===== config.mk =====
export PLATFORM = sky130hd
export DESIGN_NAME = tlc_conflict_monitor
export DESIGN_NICKNAME = d
export VERILOG_FILES = /design/src/rtl/tlc_pkg.sv /design/src/rtl/tlc_phase_timer.sv /design/src/rtl/tlc_conflict_monitor.sv
export SDC_FILE = /design/constraint.sdc
export NUM_CORES = 1
export LEC_CHECK = 0
export CORE_MARGIN = 2
export CORE_UTILIZATION = 56
export CTS_CLUSTER_DIAMETER = 80
export DETAILED_ROUTE_END_ITERATION = 8
export PLACE_DENSITY = 0.86
export SETUP_SLACK_MARGIN = 0.05
export SLEW_MARGIN = 20
export SYNTH_ARGS = -nofsm -noshare
export SYNTH_HDL_FRONTEND = slang
export SYNTH_SLANG_ARGS = --single-unit

===== constraint.sdc =====
create_clock -name clk -period 5.74 [get_ports clk]
set_clock_uncertainty 0.05 [all_clocks]
set_input_delay 0.861 -clock clk [delete_from_list [all_inputs] [get_ports clk]]
set_output_delay 0.861 -clock clk [all_outputs]
set_load 0.03 [all_outputs]

===== src/rtl/tlc_pkg.sv =====
// tlc_pkg: shared constants and encodings for the traffic light lamp monitor
package tlc_pkg;
  localparam logic [2:0] FLT_NONE = 3'd0, FLT_CONFLICT = 3'd1, FLT_LAMP = 3'd2, FLT_PAIR = 3'd3,
                         FLT_SEQ = 3'd4, FLT_SHORT_Y = 3'd5, FLT_SHORT_G = 3'd6;
  localparam int RA = 11, YA = 10, GA = 9, RB = 8, YB = 7, GB = 6;
  localparam int RC = 5, YC = 4, GC = 3, RD = 2, YD = 1, GD = 0;
  localparam logic [11:0] ALL_RED = 12'b100_100_100_100;
  typedef enum logic [1:0] {COL_R, COL_Y, COL_G, COL_INV} col_t;
  typedef enum logic {ST_RUN, ST_FAULT} state_t;
  function automatic col_t decode(input logic [2:0] ryg);
    return ryg == 3'b100 ? COL_R : ryg == 3'b010 ? COL_Y : ryg == 3'b001 ? COL_G : COL_INV;
  endfunction
endpackage


===== src/rtl/tlc_phase_timer.sv =====
// tlc_phase_timer: per-pair colour history, duration counter and sequence/interval checks
module tlc_phase_timer
  import tlc_pkg::*;
#(
  parameter int YT_MIN = 2,
  parameter int GT_MIN = 5
) (
  input  logic clk,
  input  logic rst,
  input  logic en,
  input  logic load,
  input  col_t col,
  output logic seq_err,
  output logic short_y,
  output logic short_g
);
  localparam int CMAX = GT_MIN > YT_MIN ? GT_MIN : YT_MIN;
  localparam int CW = $clog2(CMAX + 1);
  col_t prev;
  logic [CW-1:0] cnt;
  logic armed, chg;
  always_comb begin
    chg = col != prev;
    seq_err = en && ((prev == COL_G && col == COL_R) || (prev == COL_Y && col == COL_G) ||
                     (prev == COL_R && col == COL_Y));
    short_y = en && armed && chg && prev == COL_Y && cnt < CW'(YT_MIN);
    short_g = en && armed && chg && prev == COL_G && cnt < CW'(GT_MIN);
  end
  // the first change after reset/clear only arms: the preceding interval was not fully observed
  always_ff @(posedge clk or posedge rst)
    if (rst) begin
      prev <= COL_R;
      cnt <= CW'(1);
      armed <= 1'b0;
    end else begin
      prev <= col;
      cnt <= (load || chg) ? CW'(1) : cnt == CW'(CMAX) ? cnt : cnt + CW'(1);
      armed <= !load && (armed || (en && chg));
    end
endmodule


===== src/rtl/tlc_conflict_monitor.sv =====
// tlc_conflict_monitor: lamp-side safety monitor with latched fault and flashing all-red override
module tlc_conflict_monitor
  import tlc_pkg::*;
#(
  parameter int YT_MIN = 2,
  parameter int GT_MIN = 5,
  parameter int FLASH_DIV = 4
) (
  input  logic        clk,
  input  logic        rst,
  input  logic [11:0] lamps_in,
  input  logic        clr,
  output logic [11:0] lamps_out,
  output logic        fault,
  output logic [2:0]  fault_code,
  output logic        flash_en
);
  localparam int DW = FLASH_DIV > 1 ? $clog2(FLASH_DIV) : 1;
  state_t state;
  col_t ca, cb, cc, cd;
  logic nr_hw, nr_sv, conflict, lamp_err, pair_err, static_ok, prev_ok, dyn_en, load, phase;
  logic seq_h, sy_h, sg_h, seq_s, sy_s, sg_s;
  logic [2:0] code_n;
  logic [DW-1:0] div;
  always_comb begin
    ca = decode(lamps_in[RA:GA]);
    cb = decode(lamps_in[RB:GB]);
    cc = decode(lamps_in[RC:GC]);
    cd = decode(lamps_in[RD:GD]);
    nr_hw = |{lamps_in[YA], lamps_in[GA], lamps_in[YC], lamps_in[GC]};
    nr_sv = |{lamps_in[YB], lamps_in[GB], lamps_in[YD], lamps_in[GD]};
    conflict = nr_hw && nr_sv;
    lamp_err = ca == COL_INV || cb == COL_INV || cc == COL_INV || cd == COL_INV;
    pair_err = lamps_in[RA:GA] != lamps_in[RC:GC] || lamps_in[RB:GB] != lamps_in[RD:GD];
    static_ok = !(conflict || lamp_err || pair_err);
    dyn_en = static_ok && prev_ok;
    load = state == ST_FAULT && clr && static_ok;
    code_n = conflict ? FLT_CONFLICT : lamp_err ? FLT_LAMP : pair_err ? FLT_PAIR :
             (seq_h || seq_s) ? FLT_SEQ : (sy_h || sy_s) ? FLT_SHORT_Y :
             (sg_h || sg_s) ? FLT_SHORT_G : FLT_NONE;
    lamps_out = rst ? ALL_RED : fault ? (phase ? ALL_RED : 12'h000) : lamps_in;
  end
  tlc_phase_timer #(.YT_MIN(YT_MIN), .GT_MIN(GT_MIN)) u_hw (
    .clk(clk), .rst(rst), .en(dyn_en), .load(load), .col(ca),
    .seq_err(seq_h), .short_y(sy_h), .short_g(sg_h)
  );
  tlc_phase_timer #(.YT_MIN(YT_MIN), .GT_MIN(GT_MIN)) u_sv (
    .clk(clk), .rst(rst), .en(dyn_en), .load(load), .col(cb),
    .seq_err(seq_s), .short_y(sy_s), .short_g(sg_s)
  );
  always_ff @(posedge clk or posedge rst)
    if (rst) begin
      state <= ST_RUN;
      fault <= 1'b0;
      fault_code <= FLT_NONE;
      flash_en <= 1'b0;
      phase <= 1'b1;
      div <= '0;
      prev_ok <= 1'b0;
    end else begin
      prev_ok <= static_ok;
      if (state == ST_RUN) begin
        if (code_n != FLT_NONE) begin
          state <= ST_FAULT;
          fault <= 1'b1;
          fault_code <= code_n;
          flash_en <= 1'b1;
          phase <= 1'b1;
          div <= '0;
        end
      end else if (load) begin
        state <= ST_RUN;
        fault <= 1'b0;
        fault_code <= FLT_NONE;
        flash_en <= 1'b0;
      end else begin
        div <= div == DW'(FLASH_DIV - 1) ? '0 : div + DW'(1);
        phase <= div == DW'(FLASH_DIV - 1) ? !phase : phase;
      end
    end
endmodule

# Word-level counts from Yosys, hierarchy flattened
# Cells that the tools add are included.
[totals]
output_inout_bits = 17
input_bits = 15
elab_cells = 155
regBits = 21
[op_classes]
add_sub_neg = 3
eq_ne = 36
n_mux = 41
order_cmp = 4
n_reduce_logical = 59
[ops]
columns = ["operator", "count"]
rows = [
  ["$mux 3", 13],
  ["$mux 12", 3],
  ["$logic_and 1x1->1", 28],
  ["$mux 2", 12],
  ["$eq 2x2->1 const B", 9],
  ["$eq 3x3->1 const B", 6],
  ["$logic_or 1x1->1", 17],
  ["$mux 1", 13],
  ["$eq 3x1->1 const B", 4],
  ["$eq 3x2->1 const B", 4],
  ["$eq 2x1->1 const B", 4],
  ["$logic_not 2->1", 4],
  ["$ne 2x1->1 const B", 4],
  ["$reduce_or 4->1", 2],
  ["$add 3x1->3 const B", 2],
  ["$lt 3x2->1 const B", 2],
  ["$lt 3x3->1 const B", 2],
  ["$ne 3x3->1", 2],
  ["$ne 2x2->1", 2],
  ["$reduce_and 2->1", 2],
  ["$logic_not 1->1", 3],
  ["$reduce_and 3->1", 1],
  ["$reduce_bool 3->1", 1],
  ["$add 2x1->2 const B", 1],
  ["other kinds (2)", 2],
]

# Logic depth before layout (Yosys ltp)
[logic_depth]
depth_word = 26
depth_mapped = 9
mapped_depth_nobuf = 7

# Hierarchy
# Synthesis repeated with hierarchy kept, for this count alone.
[unflattened]
cells_unflattened = 178
hier_area_um2 = 1594.0
[by_module_without_submodules]
columns = ["module", "instances", "cells_each", "area_each_um2", "seq_area_each_um2"]
rows = [
  ["tlc_conflict_monitor", 1, 106, 865.8, 226.5],
  ["tlc_phase_timer", 2, 36, 364.1, 151.4],
]

# Worst setup path after synthesis
# Ideal clock, no wire load.
[synth_path]
kind = "input to register"
start = "input lamps_in[10]"
end = "register fault_code[0]"
setup_slack_ps = 2868
arrival_ps = 2736
cell_stages = 8
required_time_ps = 5604
path_buffers = 2
setup_time_ps = 86
cell_sequence = "buf_6 > a22oi_1 > nand2_1 > or4_4 > or3_1 > buf_2 > or4b_4 > o221ai_2"
[synth_via]
elab_chain_cells = 26
word_cells_on_any_way = 57
cone_classes = "9 x eq/ne; 11 x mux; 37 x reduce/logical"
[synth_lines]
columns = ["item", "line", "source"]
rows = [
  ["start: declaration", "tlc_conflict_monitor.sv:11", "input logic [11:0] lamps_in,"],
  ["$eq 3x1->1", "tlc_pkg.sv:11", "return ryg == 3'b100 ? COL_R : ryg == 3'b010 ? COL_Y : ryg == 3'b001 ? COL_G : COL_INV;"],
  ["$mux 1", "tlc_pkg.sv:11", ""],
  ["$mux 2 (2 in series)", "tlc_pkg.sv:11", ""],
  ["$eq 2x2->1", "tlc_conflict_monitor.sv:33", "lamp_err = ca == COL_INV || cb == COL_INV || cc == COL_INV || cd == COL_INV;"],
  ["$logic_or 1x1->1 (3 in series)", "tlc_conflict_monitor.sv:33", ""],
  ["$logic_or 1x1->1 (2 in series)", "tlc_conflict_monitor.sv:35", "static_ok = !(conflict || lamp_err || pair_err);"],
  ["$logic_not 1->1", "tlc_conflict_monitor.sv:35", ""],
  ["$logic_and 1x1->1", "tlc_conflict_monitor.sv:36", "dyn_en = static_ok && prev_ok;"],
  ["$logic_and 1x1->1 (2 in series)", "tlc_phase_timer.sv:26, tlc_phase_timer.sv:27", ""],
  ["$logic_and 1x1->1 (2 in series)", "tlc_phase_timer.sv:27", "short_g = en && armed && chg && prev == COL_G && cnt < CW'(GT_MIN);"],
  ["$logic_or 1x1->1", "tlc_conflict_monitor.sv:40", "(sg_h || sg_s) ? FLT_SHORT_G : FLT_NONE;"],
  ["$mux 3", "tlc_conflict_monitor.sv:40", ""],
  ["$mux 3 (2 in series)", "tlc_conflict_monitor.sv:39", "(seq_h || seq_s) ? FLT_SEQ : (sy_h || sy_s) ? FLT_SHORT_Y :"],
  ["$mux 3 (3 in series)", "tlc_conflict_monitor.sv:38", "code_n = conflict ? FLT_CONFLICT : lamp_err ? FLT_LAMP : pair_err ? FLT_PAIR :"],
  ["$reduce_bool 3->1", "tlc_conflict_monitor.sv:63", "if (code_n != FLT_NONE) begin"],
  ["$reduce_bool 2->1 (no line)", "n/a", ""],
  ["$reduce_and 2->1 (no line)", "n/a", ""],
  ["end signal: assignment", "tlc_conflict_monitor.sv:66", "fault_code <= code_n;"],
  ["end: declaration", "tlc_conflict_monitor.sv:15", "output logic [2:0] fault_code,"],
]
# Several ways; a longest one is shown, not always the timed one. The select of a mux whose other input is x is not followed.
# A chain may end at the register's enable or synchronous reset.

# Final worst setup path
[layout_path]
start = "input lamps_in[7]"
end = "output lamps_out[7]"
[layout_via]
elab_chain_cells = 2
[layout_lines]
columns = ["item", "line", "source"]
rows = [
  ["$mux 12 (2 in series)", "tlc_conflict_monitor.sv:41", "lamps_out = rst ? ALL_RED : fault ? (phase ? ALL_RED : 12'h000) : lamps_in;"],
  ["end: declaration", "tlc_conflict_monitor.sv:13", "output logic [11:0] lamps_out,"],
]
# No other way between the ends.

==> reports/metrics.json <==
{
  "place": {
    "placement.io_buffers": 31,
    "place.detailed.instances": 235,
    "globalplace.congestion": 0.823,
    "pre_cts_ws_ns": 2.21,
    "dp_hpwl_um": 2730
  },
  "global_route": {
    "globalRouteOverflowTotal": 0,
    "initial_antenna_violation_count": 0,
    "grt_pass1_wl_um": 6120,
    "grt.total_usage": 0.235,
    "grt_pass1_vias": 1335,
    "largest_net_degree_at_the_start_of_global_routing": 22
  },
  "drt": {
    "detail_route.wirelength_um": 3510,
    "vias_per_cell": 5.96,
    "detail_route.iter0.violations": 80,
    "post-route-drc-count": 0,
    "drt_wl_cell_um": 14.7,
    "drt_first_pass_iters": 4,
    "via_count": 1424,
    "antenna_left": 0
  },
  "logic_synthesis": {
    "number_of_enable_type_register_cells_in_the_synthesized_netlist": 0,
    "mappedNetlistArea_sq_um": 1620,
    "synth.net_count": 203,
    "synth_commonest_cells": "dfrtp_1 (18), nand2_1 (15), inv_1 (14), o21ai_0 (11), a21oi_1 (9)",
    "synth-main-ff-cell": "dfrtp_1",
    "yosysTopAreaCellShare": 0.277,
    "synthMostInstantiatedCell": "dfrtp_1",
    "synth_area_leader_cell": "dfrtp_1",
    "synth.distinct_cells": 48,
    "ys_warn_count": 0,
    "postSynthRegisterBits": 21,
    "synth-seq-area-share": 0.326,
    "postSynthAreaPerCell_sq_um": 8.87,
    "synth.area.top_cells": "dfrtp_1 (28%), dfstp_2 (4.9%), xnor2_1 (4.3%), ha_1 (3.9%), xor2_1 (3.8%)",
    "synth-async-reset-ratio": 1.00,
    "syn_inst": 183
  },
  "clock_network": {
    "cts.repair.resized": 0,
    "clock_sinks": 21,
    "tritoncts.num_buffers": 3,
    "cts_hold_buffers": 0,
    "cts.path.max_buffers": 2,
    "clock_latency_reported_for_the_late_side_of_the_worst_skew_pair_ns": 0.30,
    "cts_setup_buffers": 0,
    "clock_tree.htree_level_count": 1,
    "clk_transition_reported_paths_ns": 0.12,
    "tritoncts": "yes",
    "clockRootBuffer": "clkbuf_4"
  },
  "floorplan": {
    "die_x_um": 57.9,
    "effective_utilization_at_floorplan": 0.589,
    "die-area_sq_um": 3350,
    "top_level_ports": 32,
    "placement_rows": 19,
    "die_ht_um": 57.9,
    "coreArea_sq_um": 2760
  },
  "setup_path": {
    "setup.worst_path.end_class": "output port",
    "type_of_origin_of_the_critical_path": "primary input",
    "timing.reg2reg.setup_slack_ns": 3.53,
    "criticalPathCategory": "in2out",
    "ff2ff_path_depth": 6,
    "regToRegEndpoint": "fault_code[0]",
    "path_max_fanout": 8,
    "rr_startpoint": "u_hw.prev[0]",
    "critical_path.startpoint": "lamps_in[7]",
    "critPathRequiredTime_ns": 4.83,
    "worst_setup_path_endpoint": "lamps_out[7]",
    "arrival_ns": 2.63
  },
  "run_status": {
    "run_status": "finished clean"
  },
  "timing": {
    "fin_tns_setup_ns": 0,
    "slew_headroom": 0.461,
    "grt_setup_unrepaired": "false",
    "timing.final.ws_setup_ns": 2.20,
    "finalMaxSlewViolations": 0,
    "final.min_clock_period_ns": 3.54,
    "timing.hold.ws_ns": 0.500,
    "timing.final.setup_violations": 0,
    "layout_worst_path_cycle_share": 0.617,
    "worst-slew-pin-transition_ns": 0.808,
    "max_freq_mhz": 282,
    "finalHoldViolCount": 0
  },
  "power": {
    "power.density_nw_per_um2": 205,
    "power_w": 0.000396,
    "ir_worst_vdd_mv": 0.205,
    "p_leak_nw": 0.810
  },
  "cells_and_area": {
    "finish.cell_count_without_fillers": 239,
    "num-fill-cells": 243,
    "synthToLayoutAreaGrowth_pct": 18.8,
    "num-nets-final": 229,
    "multi_input_area_sq_um": 963,
    "fraction_of_layout_cells_with_a_size_suffix_above_1": 0.101,
    "diodes": 0,
    "seq_area_sq_um": 529
  },
  "min_path": {
    "worst_hold_path_type": "reg2reg"
  },
  "flow_run": {
    "timing.max_cap.violations": 0
  }
}
cell usage in the layout, fill, tap and decap left out, types with 3 or more instances in the layout:
cell,n
nor2_1,7
a31oi_1,3
nand2_1,15
xnor2_1,8
clkdlybuf4s50_1,31
dfrtp_1,18
nand3_1,4
dfstp_2,3
a21oi_1,9
and2_1,8
nor2b_1,3
inv_1,14
xor2_1,7
nor4_1,5
mux2_2,3
nand3b_1,4
nor3_1,4
or3_1,4
o21ai_0,11
nand2b_1,3
o211a_1,4
clkbuf_4,3
ha_1,5
cell families (layout without fill, tap and decap cells):
logic type / after synthesis / after routing / share of synthesized area
AOI/OAI and AO/OA: 45 / 45 / 0.204
DFF: 21 / 21 / 0.326
xor gates and xnor gates: 15 / 15 / 0.0809
adders and majority gates: 5 / 5 / 0.0385
muxes: 3 / 3 / 0.0208
and+or+nand+nor: 69 / 69 / 0.249
buffers and inverters: 25 / 50 / 0.0809
registers in the layout, indices dropped and copies added (netlist names):
signal	count
state	1
u_sv.cnt	3
div	2
phase	1
u_sv.armed	1
prev_ok	1
u_hw.prev	2
fault_code	3
flash_en	1
u_sv.prev	2
u_hw.cnt	3
u_hw.armed	1
cell type report:
cell class	count	area share
Clock inverter	1	0.00259
Tap cell	31	0.0201
Timing Repair Buffer	32	0.165
Sequential cell	21	0.274
Inverter	14	0.0272
Multi-Input combinational cell	137	0.499
Clock buffer	3	0.0117
per-layer routing:
layer / global-route usage / part of all wire / vias to the layer above
met5: 0 / 0 / -
met4: 0.0498 / 0.0071 / 0
met3: 0.0335 / 0.024 / 4
met2: 0.414 / 0.51 / 17
met1: 0.307 / 0.46 / 698
li1: - / - / 705
through the flow:
step | instance area (sq um) | utilization
after floorplan | 1620 | -
after global placement | 1900 | 0.690
after detailed placement | 1900 | 0.690
after CTS | 1930 | 0.700
after global routing | 1930 | 0.700
final | 1930 | 0.700
worst min-delay path by stage:
stage / from / endpoint / slack (ns) / cells after the start
after floorplan: div[1] / div[1] / 0.44 / 1
after global placement: div[1] / div[1] / 0.46 / 1
after detailed placement: phase / phase / 0.48 / 2
after CTS: phase / phase / 0.51 / 2
after global routing: div[1] / div[1] / 0.53 / 1
final: phase / phase / 0.50 / 2
power by group:
group	switching (W)	total, W	internal [W]
Clock	0.0000448	0.0000707	0.0000260
Sequential	0.0000247	0.000197	0.000173
Combinational	0.0000667	0.000128	0.0000610
critical path, cell delays in order:
cell	delay (ns)
clkdlybuf4s50_1	0.67
inv_1	0.18
nor3_1	0.22
clkdlybuf4s50_1	0.70
Power figures use the tool's default switching activity.
